`config.mk`:
```
export PLATFORM = sky130hd
export DESIGN_NAME = mlp_seq_ctrl
export DESIGN_NICKNAME = d
export VERILOG_FILES = /design/src/rtl/mlp_seq_ctrl_pkg.sv /design/src/rtl/mlp_seq_settle_cnt.sv /design/src/rtl/mlp_seq_ctrl.sv
export SDC_FILE = /design/constraint.sdc
export NUM_CORES = 1
export LEC_CHECK = 0
export ABC_AREA = 1
export BUFFER_PORTS_ARGS = -buffer_cell sky130_fd_sc_hd__buf_2
export CELL_PAD_IN_SITES_DETAIL_PLACEMENT = 1
export CELL_PAD_IN_SITES_GLOBAL_PLACEMENT = 2
export CORE_UTILIZATION = 30
export DETAILED_ROUTE_END_ITERATION = 8
export GPL_ROUTABILITY_DRIVEN = 0
export MAX_ROUTING_LAYER = met4
export PLACE_DENSITY = 0.8
export SLEW_MARGIN = 10
export SYNTH_ARGS = -nofsm -noshare
export SYNTH_HDL_FRONTEND = slang
export SYNTH_HIERARCHICAL = 1
export SYNTH_SLANG_ARGS = --single-unit
```
`constraint.sdc`:
```
create_clock -name clk -period 3.4 [get_ports clk]
set_input_delay 1.02 -clock clk [delete_from_list [all_inputs] [get_ports clk]]
set_output_delay 1.02 -clock clk [all_outputs]
set_load 0.01 [all_outputs]
```
`src/rtl/mlp_seq_ctrl_pkg.sv`:
```
// Shared definitions for the MLP sequencing controller: FSM states, default
// geometry and the feature-index width helper.
package mlp_seq_ctrl_pkg;

    typedef enum logic [1:0] {
        ST_LOAD   = 2'd0,
        ST_SETTLE = 2'd1,
        ST_HOLD   = 2'd2
    } state_t;

    localparam int DEF_N_FEAT     = 21;
    localparam int DEF_FEAT_W     = 4;
    localparam int DEF_CLS_W      = 2;
    localparam int DEF_SETTLE_CYC = 4;
    localparam int SETTLE_W       = 8;

    // A single-feature frame still needs a one-bit index register.
    function automatic int idx_width(input int n);
        return (n <= 1) ? 1 : $clog2(n);
    endfunction

endpackage

```
`src/rtl/mlp_seq_settle_cnt.sv`:
```
// Loadable 8-bit down-counter that stops at zero; zero flag is decoded from
// the count register so it is glitch-free for the controller FSM.
module mlp_seq_settle_cnt
    import mlp_seq_ctrl_pkg::*;
(
    input  logic                clk,
    input  logic                rst,
    input  logic                load,
    input  logic [SETTLE_W-1:0] load_val,
    input  logic                dec,
    output logic                zero
);

    logic [SETTLE_W-1:0] cnt;

    always_ff @(posedge clk) begin
        if (rst) begin
            cnt <= '0;
        end else if (load) begin
            cnt <= load_val;
        end else if (dec && (cnt != '0)) begin
            cnt <= cnt - 1'b1;
        end
    end

    assign zero = (cnt == '0);

endmodule

```
`src/rtl/mlp_seq_ctrl.sv`:
```
// Sequencing controller for an external combinational MLP classifier:
// collects a frame of features, holds them while the classifier settles, then presents the class.
module mlp_seq_ctrl
    import mlp_seq_ctrl_pkg::*;
#(
    parameter int N_FEAT     = DEF_N_FEAT,
    parameter int FEAT_W     = DEF_FEAT_W,
    parameter int CLS_W      = DEF_CLS_W,
    parameter int SETTLE_CYC = DEF_SETTLE_CYC
) (
    input  logic                     clk,
    input  logic                     rst,
    input  logic                     in_valid,
    output logic                     in_ready,
    input  logic [FEAT_W-1:0]        in_data,
    input  logic                     in_last,
    output logic [N_FEAT*FEAT_W-1:0] core_inp,
    input  logic [CLS_W-1:0]         core_out,
    output logic                     out_valid,
    input  logic                     out_ready,
    output logic [CLS_W-1:0]         out_class,
    output logic                     out_err,
    output logic                     busy
);

    localparam int                  IDX_W       = idx_width(N_FEAT);
    localparam logic [IDX_W-1:0]    IDX_LAST    = IDX_W'(N_FEAT - 1);
    localparam logic [SETTLE_W-1:0] SETTLE_LOAD = SETTLE_W'(SETTLE_CYC - 1);

    state_t           state;
    state_t           state_nxt;
    logic [IDX_W-1:0] idx;
    logic             err_flag;

    logic accept;
    logic frame_end;
    logic frame_err;
    logic capture;
    logic release_frame;
    logic cnt_load;
    logic cnt_dec;
    logic cnt_zero;

    mlp_seq_settle_cnt u_settle_cnt (
        .clk      (clk),
        .rst      (rst),
        .load     (cnt_load),
        .load_val (SETTLE_LOAD),
        .dec      (cnt_dec),
        .zero     (cnt_zero)
    );

    always_ff @(posedge clk) begin
        if (rst) begin
            state <= ST_LOAD;
        end else begin
            state <= state_nxt;
        end
    end

    always_comb begin
        state_nxt     = state;
        accept        = 1'b0;
        frame_end     = 1'b0;
        frame_err     = 1'b0;
        capture       = 1'b0;
        release_frame = 1'b0;
        cnt_load      = 1'b0;
        cnt_dec       = 1'b0;
        case (state)
            ST_LOAD: begin
                accept = in_valid;
                if (in_valid) begin
                    // The last slot always closes the frame; an early in_last closes it short.
                    if (idx == IDX_LAST) begin
                        frame_end = 1'b1;
                        frame_err = ~in_last;
                    end else if (in_last) begin
                        frame_end = 1'b1;
                        frame_err = 1'b1;
                    end
                end
                if (frame_end) begin
                    cnt_load  = 1'b1;
                    state_nxt = ST_SETTLE;
                end
            end
            ST_SETTLE: begin
                if (cnt_zero) begin
                    capture   = 1'b1;
                    state_nxt = ST_HOLD;
                end else begin
                    cnt_dec = 1'b1;
                end
            end
            ST_HOLD: begin
                if (out_valid && out_ready) begin
                    release_frame = 1'b1;
                    state_nxt     = ST_LOAD;
                end
            end
            default: begin
                state_nxt = ST_LOAD;
            end
        endcase
    end

    always_ff @(posedge clk) begin
        if (rst) begin
            core_inp  <= '0;
            idx       <= '0;
            err_flag  <= 1'b0;
            out_valid <= 1'b0;
            out_class <= '0;
            out_err   <= 1'b0;
        end else begin
            if (accept) begin
                core_inp[int'(idx)*FEAT_W +: FEAT_W] <= in_data;
                // Index parks on the final slot so it never exceeds N_FEAT-1.
                if (!frame_end) begin
                    idx <= idx + 1'b1;
                end
                if (frame_err) begin
                    err_flag <= 1'b1;
                end
            end
            if (capture) begin
                out_class <= core_out;
                out_err   <= err_flag;
                out_valid <= 1'b1;
            end
            if (release_frame) begin
                core_inp  <= '0;
                idx       <= '0;
                err_flag  <= 1'b0;
                out_valid <= 1'b0;
            end
        end
    end

    assign in_ready = (state == ST_LOAD);
    assign busy     = (state == ST_SETTLE) || (state == ST_HOLD);

endmodule

```
; Word level (Yosys, flattened, before mapping)
; Index checks and enable logic that the tools add are counted.
[classes]
addsub = 3
n_eq_ne = 6
shift = 2
n_mux = 24
bitwise_logic = 2
n_reduce_logical = 12
[op_table]
columns = op, n
row1 = bitwise mux 84 bit, 1
row2 = variable shift 4 x 33 -> 84 bit (first input constant), 1
row3 = variable part select 4 x 33 -> 84 bit, 1
row4 = negation 7 -> 33 bit, 1
row5 = two-way mux 1 bit, 17
row6 = two-way mux 2 bit, 5
row7 = zero test 8 bit, 1
row8 = nonzero test 8 bit, 1
row9 = subtractor 8 x 1 -> 8 bit (second input constant), 1
row10 = case mux 2 bit (3 select lines), 1
row11 = adder 5 x 1 -> 5 bit (second input constant), 1
row12 = equality test 5 bit (second input constant), 1
row13 = != test 2 bit (second input constant), 2
row14 = AND reduction 2 bit, 2
row15 = OR reduction 2 bit, 2
row16 = AND reduction 3 bit, 1
row17 = equality test 2 x 1 -> 1 bit (second input constant), 1
row18 = equality test 2 bit (second input constant), 1
row19 = logical AND 1 bit, 2
row20 = zero test 2 bit, 1
row21 = != test 2 x 1 -> 1 bit (second input constant), 1
row22 = inverter 1 bit, 2
row23 = nonzero test 2 bit, 1
row24 = logical OR 1 bit, 1
[totals]
register_bits = 104
input_bits = 11
out_inout_bits = 90

; Longest topological paths before layout
; Gate-level depths: netlist of run 1.
[logic_depth]
depth_word = 7
ltp_mapped = 15

; Hierarchy
; Netlist of run 1, hierarchy kept.
[by_module_without_submodules]
columns = module, instances, cells_per_inst, area_each_um2
row1 = mlp_seq_ctrl, 1, 751, 4847.1
row2 = mlp_seq_settle_cnt, 1, 104, 600.6

; Worst setup path after synthesis of run 1
; Ideal clock, no wire load.
[synth_path]
kind = flip-flop to flip-flop
start = reg idx[0]
end = reg core_inp[20]
arrival_time_ps = 2214
t_required_ps = 3284
setup_slack_ps = 1070
path_stages_with_launch = 15
path_cell_list = dfxtp_1 > buf_4 > inv_4 > ha_1 > nand2_1 > nor2_1 > ha_1 > inv_2 > nor2_1 > nand3_2 > inv_2 > buf_4 > nand2_1 > o21ai_0 > nor2_1
[synth_between]
elab_chain_len = 3
[synth_lines]
columns = item, line
row1 = start: declaration, mlp_seq_ctrl.sv:32  ; logic [IDX_W-1:0] idx;
row2 = start signal: assignment, mlp_seq_ctrl.sv:121  ; idx <= idx + 1'b1;
row3 = negation 7 -> 33 bit (*), mlp_seq_ctrl.sv:118  ; core_inp[int'(idx)*FEAT_W +: FEAT_W] <= in_data;
row4 = variable part select 4 x 33 -> 84 bit or variable shift 4 x 33 -> 84 bit (tied branches), mlp_seq_ctrl.sv:118
row5 = bitwise mux 84 bit (*), mlp_seq_ctrl.sv:118
row6 = end signal: indexed assignment, mlp_seq_ctrl.sv:118
row7 = end: declaration, mlp_seq_ctrl.sv:17  ; output logic [N_FEAT*FEAT_W-1:0] core_inp,
; Every way passes the cells marked *; elsewhere a longest branch is shown, timed or not.
; A chain may end at the register's enable or synchronous reset.

; Final worst setup path of run 1
[layout_path]
start = reg idx[1]
end = reg core_inp[20]
; Same word-level chain as after synthesis.

==> results_dict.tcl, run 1 <==
set metrics [dict create \
    clock_skew_ns 0.00750 \
    grt_pass1_vias 5236 \
    grt_max_degree 51 \
    synth_warnings 6 \
    rows 48 \
    highest_layer "met4" \
    worstSetupStartpoint "idx[1]" \
    path_class "reg2reg" \
    maxCapViolations 0 \
    setup_viol 0 \
    final.setup.tns_ns 0 \
    final_cells 1180 \
    ys_async_sr_fraction 0 \
    vias 5525 \
    maxSlewViolCount 0 \
    synth_top_area_frac 0.382 \
    yosysMostFrequentCell "nand2_1" \
    worst-path-max-fanout 21 \
    clock_power_share 0.288 \
    area_growth_pct 18.7 \
    vias_per_cell 4.68 \
    clock_path_buffers 2 \
    num-nets-final 971 \
    io_pins 101 \
    grt_first_pass_wirelength_um 27900 \
    internal_power_w 0.00235 \
    period_needed_ns 2.65 \
    finalCritPeriodShare 0.781 \
    min_path_type "reg2reg" \
    final_core_util 0.369 \
    post_cts_resized 0 \
    power.density_mw_per_mm2 603 \
    io_buffers 100 \
    synth.cell_area_mm2 0.00545 \
    power_frac_seq 0.355 \
    avgSynthCellArea_um2 6.37 \
    cts_tree "built" \
    first_iter_violations 227 \
    drive_gt1_frac 0.178 \
    synth_cell_types 31 \
    routedWlPerCell_um 14.8 \
    hold_start "err_flag" \
    wl_um 17500 \
    die-area_mm2 0.0187 \
    rsz0062_at_grt "false" \
    synth_edf_count 0 \
    numCtsBuffers 9 \
    ant_nets 0 \
    hpwlAfterDp_um 13400 \
    hold_slack_ns 0.456 \
    die-height_um 137 \
    max_freq_ghz 0.377 \
    multi_input_area_mm2 0.00291 \
    clock_latency_ns 0.35 \
    met2_length_um 7530 \
    r2r_slack_ns 0.75 \
    power_switching_w 0.00155 \
    netSwitchingFraction 0.397 \
    synth_area_leaders "dfxtp_1, nand2_1, nor2_1" \
    core_area_mm2 0.0175 \
    first_pass_iters 4 \
    ys_top_cells_by_count "nand2_1, nor2_1, dfxtp_1" \
    drc 0 \
    r2r-start "idx[1]" \
    relSlewSlack 0.510 \
    ys_seq_area_frac 0.382 \
    clk_pin_slew_ns 0.07 \
    fillers 2347 \
    initial_core_util 0.311 \
    combinationalPowerShare 0.357 \
    ys_ff_latch 104 \
    cts.sinks 104 \
    ff_latch_area_mm2 0.00208 \
    hold_viol 0 \
    dp.cells 1164 \
    tightest_slew_ns 0.733 \
    ys.flop_type "dfxtp_1" \
    antenna_cells 0 \
    drt-met1-wl_um 9090 \
    fp.dieW_um 137 \
    cts_root_buf "clkbuf_16" \
    leakage_nw 3.11 \
    peakVddDrop_uv 234 \
    endpoint_kind "register" \
    required_ns 3.65 \
    status "finished, final reports clean" \
    arrival_ns 2.91 \
    antenna_found_initial 0 \
    synthCells 855 \
    grt-ovfl-total 0 \
    grt_usage 0.201 \
    synth_area_leader_cell "dfxtp_1" \
    h-tree-depth 3 \
    startpoint_type "register" \
    route.met3.wl_um 663 \
    hold_buffers 0 \
    post_cts.repair.setup_buffers 0 \
]
## power by group through the flow
stage	Clock, W	Combinational, W	Sequential, W
CTS	0.00116	0.00140	0.00139
detailed placement	0	0.00139	0.00141
global route	0.00120	0.00158	0.00140
floorplan	0	0.00106	0.00141
finish	0.00112	0.00139	0.00138
global placement	0	0.00138	0.00141
## state kept, by name, indices dropped and copies added, names as in the netlist
signal,cells
u_settle_cnt/cnt,8
out_class,2
idx,5
err_flag,1
out_valid,1
core_inp,84
out_err,1
state,2
## metrics by stage
step,worst slack (ns),power (W),area [µm²]
finish,0.746,0.00390,6470
global route,0.448,0.00418,6470
CTS,0.683,0.00395,6470
detailed placement,0.710,0.00281,6150
global placement,0.754,0.00279,6150
floorplan,1.07,0.00246,5470
## layout by cell type, fill, tap and decap left out, types with 12 or more instances in the layout
master	Yosys	final
o21ai_0	21	21
dfxtp_1	104	104
nand3_1	60	60
inv_1	74	73
buf_2	7	100
nand4_1	19	19
nor2_1	211	211
nand2_1	212	212
nor2_2	12	12
a21oi_1	40	40
## kinds of logic (layout without fill, tap and decap cells)
logic type / count (synthesis) / after routing / synth area share
AND/OR/NAND/NOR: 554 / 554 / 0.441
flip-flops: 104 / 104 / 0.382
XOR/XNOR: 1 / 1 / 0.00161
other: 2 / 8 / 0.00138
adder cells (fa/ha/maj): 10 / 10 / 0.0230
buffers and inverters: 115 / 209 / 0.0877
AO/OA/AOI/OAI: 69 / 69 / 0.0636
## area by class of cell
class | instances | area share
Timing Repair Buffer | 107 | 0.0855
Clock buffer | 11 | 0.0360
Clock inverter | 5 | 0.0126
Sequential cell | 104 | 0.322
Multi-Input combinational cell | 642 | 0.450
Inverter | 86 | 0.0505
Tap cell | 225 | 0.0435
## worst paths after layout
check	end	depth (start not counted)
max reg2reg	core_inp[20]	12
min reg2reg	out_err	2
min	out_err	2
max	core_inp[20]	12
## metal layers
layer | vias up | track usage
li1 | 2854 | -
met3 | 13 | 0.0248
met5 | - | -
met2 | 112 | 0.289
met1 | 2546 | 0.289
met4 | 0 | 0.0599
## worst max-delay path, stage by stage (launching register included)
cell and delay, ns:
dfxtp_1 0.37, inv_1 0.09, ha_1 0.24, nand2_1 0.14, nor2_1 0.06, ha_1 0.31
inv_2 0.07, nor2_1 0.24, nand3_2 0.20, inv_2 0.35, nand2_1 0.21, o21ai_0 0.21
nor2_1 0.05
Power figures use the tool's default switching activity.
==> inputs of run 2 (changes only) <==
--- a/config.mk
+++ b/config.mk
@@ -5,7 +5,7 @@
 export SDC_FILE = /design/constraint.sdc
 export NUM_CORES = 1
 export LEC_CHECK = 0
-export ABC_AREA = 1
+export ABC_AREA = 0
 export BUFFER_PORTS_ARGS = -buffer_cell sky130_fd_sc_hd__buf_2
 export CELL_PAD_IN_SITES_DETAIL_PLACEMENT = 1
 export CELL_PAD_IN_SITES_GLOBAL_PLACEMENT = 2
@@ -13,7 +13,7 @@
 export DETAILED_ROUTE_END_ITERATION = 8
 export GPL_ROUTABILITY_DRIVEN = 0
 export MAX_ROUTING_LAYER = met4
-export PLACE_DENSITY = 0.8
+export PLACE_DENSITY = 0.73
 export SLEW_MARGIN = 10
 export SYNTH_ARGS = -nofsm -noshare
 export SYNTH_HDL_FRONTEND = slang
==> constraint.sdc (replaced) <==
create_clock -name clk -period 2.5 [get_ports clk]
set_input_delay 0.75 -clock clk [delete_from_list [all_inputs] [get_ports clk]]
set_output_delay 0.75 -clock clk [all_outputs]
set_load 0.01 [all_outputs]
==> results_dict.tcl, run 2 <==
set metrics [dict create \
    ys_async_sr_fraction 0 \
    clock_path_buffers 2 \
    final_cells 896 \
    hold_path_depth 2 \
    ys.flop_type "dfxtp_1" \
    drc 0 \
    io_pins 101 \
    regToRegEndpoint "core_inp[63]" \
    synthCells 557 \
    biggestRegsByFlops "core_inp x84, u_settle_cnt/cnt x8, idx x5" \
    area_growth_pct 25.9 \
    hold_buffers 0 \
    antenna_found_initial 0 \
    h-tree-depth 3 \
    die-height_um 130 \
    peakVddDrop_uv 346 \
    min_path_type "reg2reg" \
    cts_root_buf "clkbuf_16" \
    rows 46 \
    first_pass_iters 4 \
    power.density_mw_per_mm2 745 \
    ys_seq_area_frac 0.424 \
    setup_viol 0 \
    relSlewSlack 0.431 \
    status "finished, final reports clean" \
    leakage_nw 2.64 \
    grt_max_degree 45 \
    ff2ff_path_depth 7 \
    synth_cell_types 63 \
    hold_start "core_inp[72]" \
    synth_warnings 6 \
    die-area_mm2 0.0169 \
    synth_edf_count 0 \
    hpwlAfterDp_um 12900 \
    core_area_mm2 0.0159 \
    max_freq_ghz 0.424 \
    routedWlPerCell_um 18.8 \
    numCtsBuffers 9 \
    num-nets-final 696 \
    maxSlewViolCount 0 \
    rsz0062_at_grt "false" \
    period_needed_ns 2.36 \
    synth.cell_area_mm2 0.00491 \
    clk_pin_slew_ns 0.07 \
    grt_first_pass_wirelength_um 26200 \
    initial_core_util 0.308 \
    required_ns 2.75 \
    ys_ff_latch 104 \
    grt_usage 0.212 \
    final_common_cell "dfxtp_1" \
    hold_viol 0 \
    power.total_w 0.00460 \
    antenna_cells 0 \
    top_register "core_inp" \
    avgSynthCellArea_um2 8.82 \
    ant_nets 0 \
    path_class "reg2reg" \
    final_cell_mix "dfxtp_1, buf_2, nand2_1" \
    grt_pass1_vias 4789 \
    largest_reg_flops 84 \
    finalCritPeriodShare 0.944 \
    ys_top_cells_by_count "dfxtp_1, nand2_1, nand3_1" \
    cts.sinks 104 \
    final_core_util 0.388 \
    drive_gt1_frac 0.263 \
    vias 4703 \
    endpoint_kind "register" \
    fp.dieW_um 130 \
    arrival_ns 2.61 \
    clock_skew_ns 0.00614 \
    r2r_slack_ns 0.14 \
    startpoint_type "register" \
    yosysMostFrequentCell "dfxtp_1" \
    grt-ovfl-total 0 \
    synth_top_area_frac 0.424 \
    io_buffers 100 \
    synth_area_leader_cell "dfxtp_1" \
    r2r-start "idx[0]" \
    maxCapViolations 0 \
    holdPathEnd "core_inp[72]" \
    tightest_slew_ns 0.847 \
    cts_tree "built" \
    clock_latency_ns 0.36 \
    dp.cells 878 \
    worst-path-max-fanout 11 \
    first_iter_violations 177 \
    wl_um 16800 \
    synth_area_leaders "dfxtp_1, mux2i_1, nand2_1" \
    vias_per_cell 5.25 \
]
## run 2: cell count changes after synthesis, sizes merged, moves of 8 or more
| cell | before | now |
|---|---|---|
| inv | 85 | 11 |
| o211ai | 0 | 17 |
| buf | 22 | 13 |
| o31ai | 0 | 9 |
| nor2 | 227 | 25 |
| nand3 | 63 | 44 |
| nor3 | 14 | 6 |
| or4 | 0 | 9 |
| and2 | 0 | 12 |
| clkbuf | 7 | 21 |
| mux2i | 0 | 39 |
| nand2 | 223 | 56 |
| o21ai | 28 | 48 |
## run 2: how the worst max path moves through the flow
stage / from / end / slack (ns) / depth (start not counted)
floorplan: idx[0] / core_inp[20] / -0.01 / 11
detailed placement: u_settle_cnt/cnt[0] / u_settle_cnt/cnt[5] / -0.04 / 8
global route: idx[0] / core_inp[70] / 0.003 / 10
global placement: u_settle_cnt/cnt[0] / u_settle_cnt/cnt[7] / 0.02 / 9
CTS: idx[0] / core_inp[54] / 0.03 / 9
finish: idx[0] / core_inp[63] / 0.14 / 7
## run 2: kinds of logic (layout without fill, tap and decap cells)
group	Yosys count	in the layout	share of synthesized area
AO/OA/AOI/OAI	130	130	0.168
XOR/XNOR	9	9	0.0176
adder cells (fa/ha/maj)	10	10	0.0255
buffers and inverters	47	164	0.0402
flip-flops	104	104	0.424
multiplexers	40	40	0.0818
other	2	8	0.00153
AND/OR/NAND/NOR	215	215	0.242
## run 2: layer usage
layer,vias up,GRT usage,part of all wire
met4,0,0.0889,0.025
met3,26,0.0353,0.039
li1,2273,-,-
met1,2307,0.246,0.44
met5,-,-,0
met2,97,0.363,0.50
## run 2: timing repair
action                                  4_1_cts  5_1_grt
setup buffers                                 0        2
gates resized for setup                       1        3
endpoints found under the setup margin        2       18
pin swaps                                     0        0
## run 2: worst max-delay path, cell delays in order, from the launching register on
cell and delay, ns:
dfxtp_2 0.32, inv_1 0.09, ha_1 0.17, buf_4 0.21, or4b_1 0.71, and4_1 0.34
and2_1 0.19, a32o_1 0.21
## run 2: per-stage QoR
| stage | setup slack (ns) | hold WS, ns | cell area [µm²] | TNS, ns |
|---|---|---|---|---|
| floorplan | -0.0117 | 0.436 | 4960 | -0.0679 |
| global placement | 0.0175 | 0.443 | 5860 | 0 |
| detailed placement | -0.0376 | 0.452 | 5860 | -0.0385 |
| CTS | 0.0329 | 0.461 | 6150 | 0 |
| global route | 0.00309 | 0.478 | 6180 | 0 |
| finish | 0.140 | 0.457 | 6180 | 0 |
## run 2: power by group
group | switching, W | internal, W | leakage (nW) | total [W]
combinational | 0.000863 | 0.000529 | 1.66 | 0.00139
clock | 0.000676 | 0.000716 | 0.140 | 0.00139
sequential | 0.0000807 | 0.00174 | 0.840 | 0.00182
total | 0.00162 | 0.00298 | 2.64 | 0.00460
## run 2: layout make-up
cell class	count	area (µm²)
Multi-Input combinational cell	412	2700
Inverter	13	48.8
Fill cell	1915	9760
Clock buffer	10	239
Sequential cell	104	2080
Timing Repair Buffer	135	788
Clock inverter	6	51.3
Tap cell	216	270
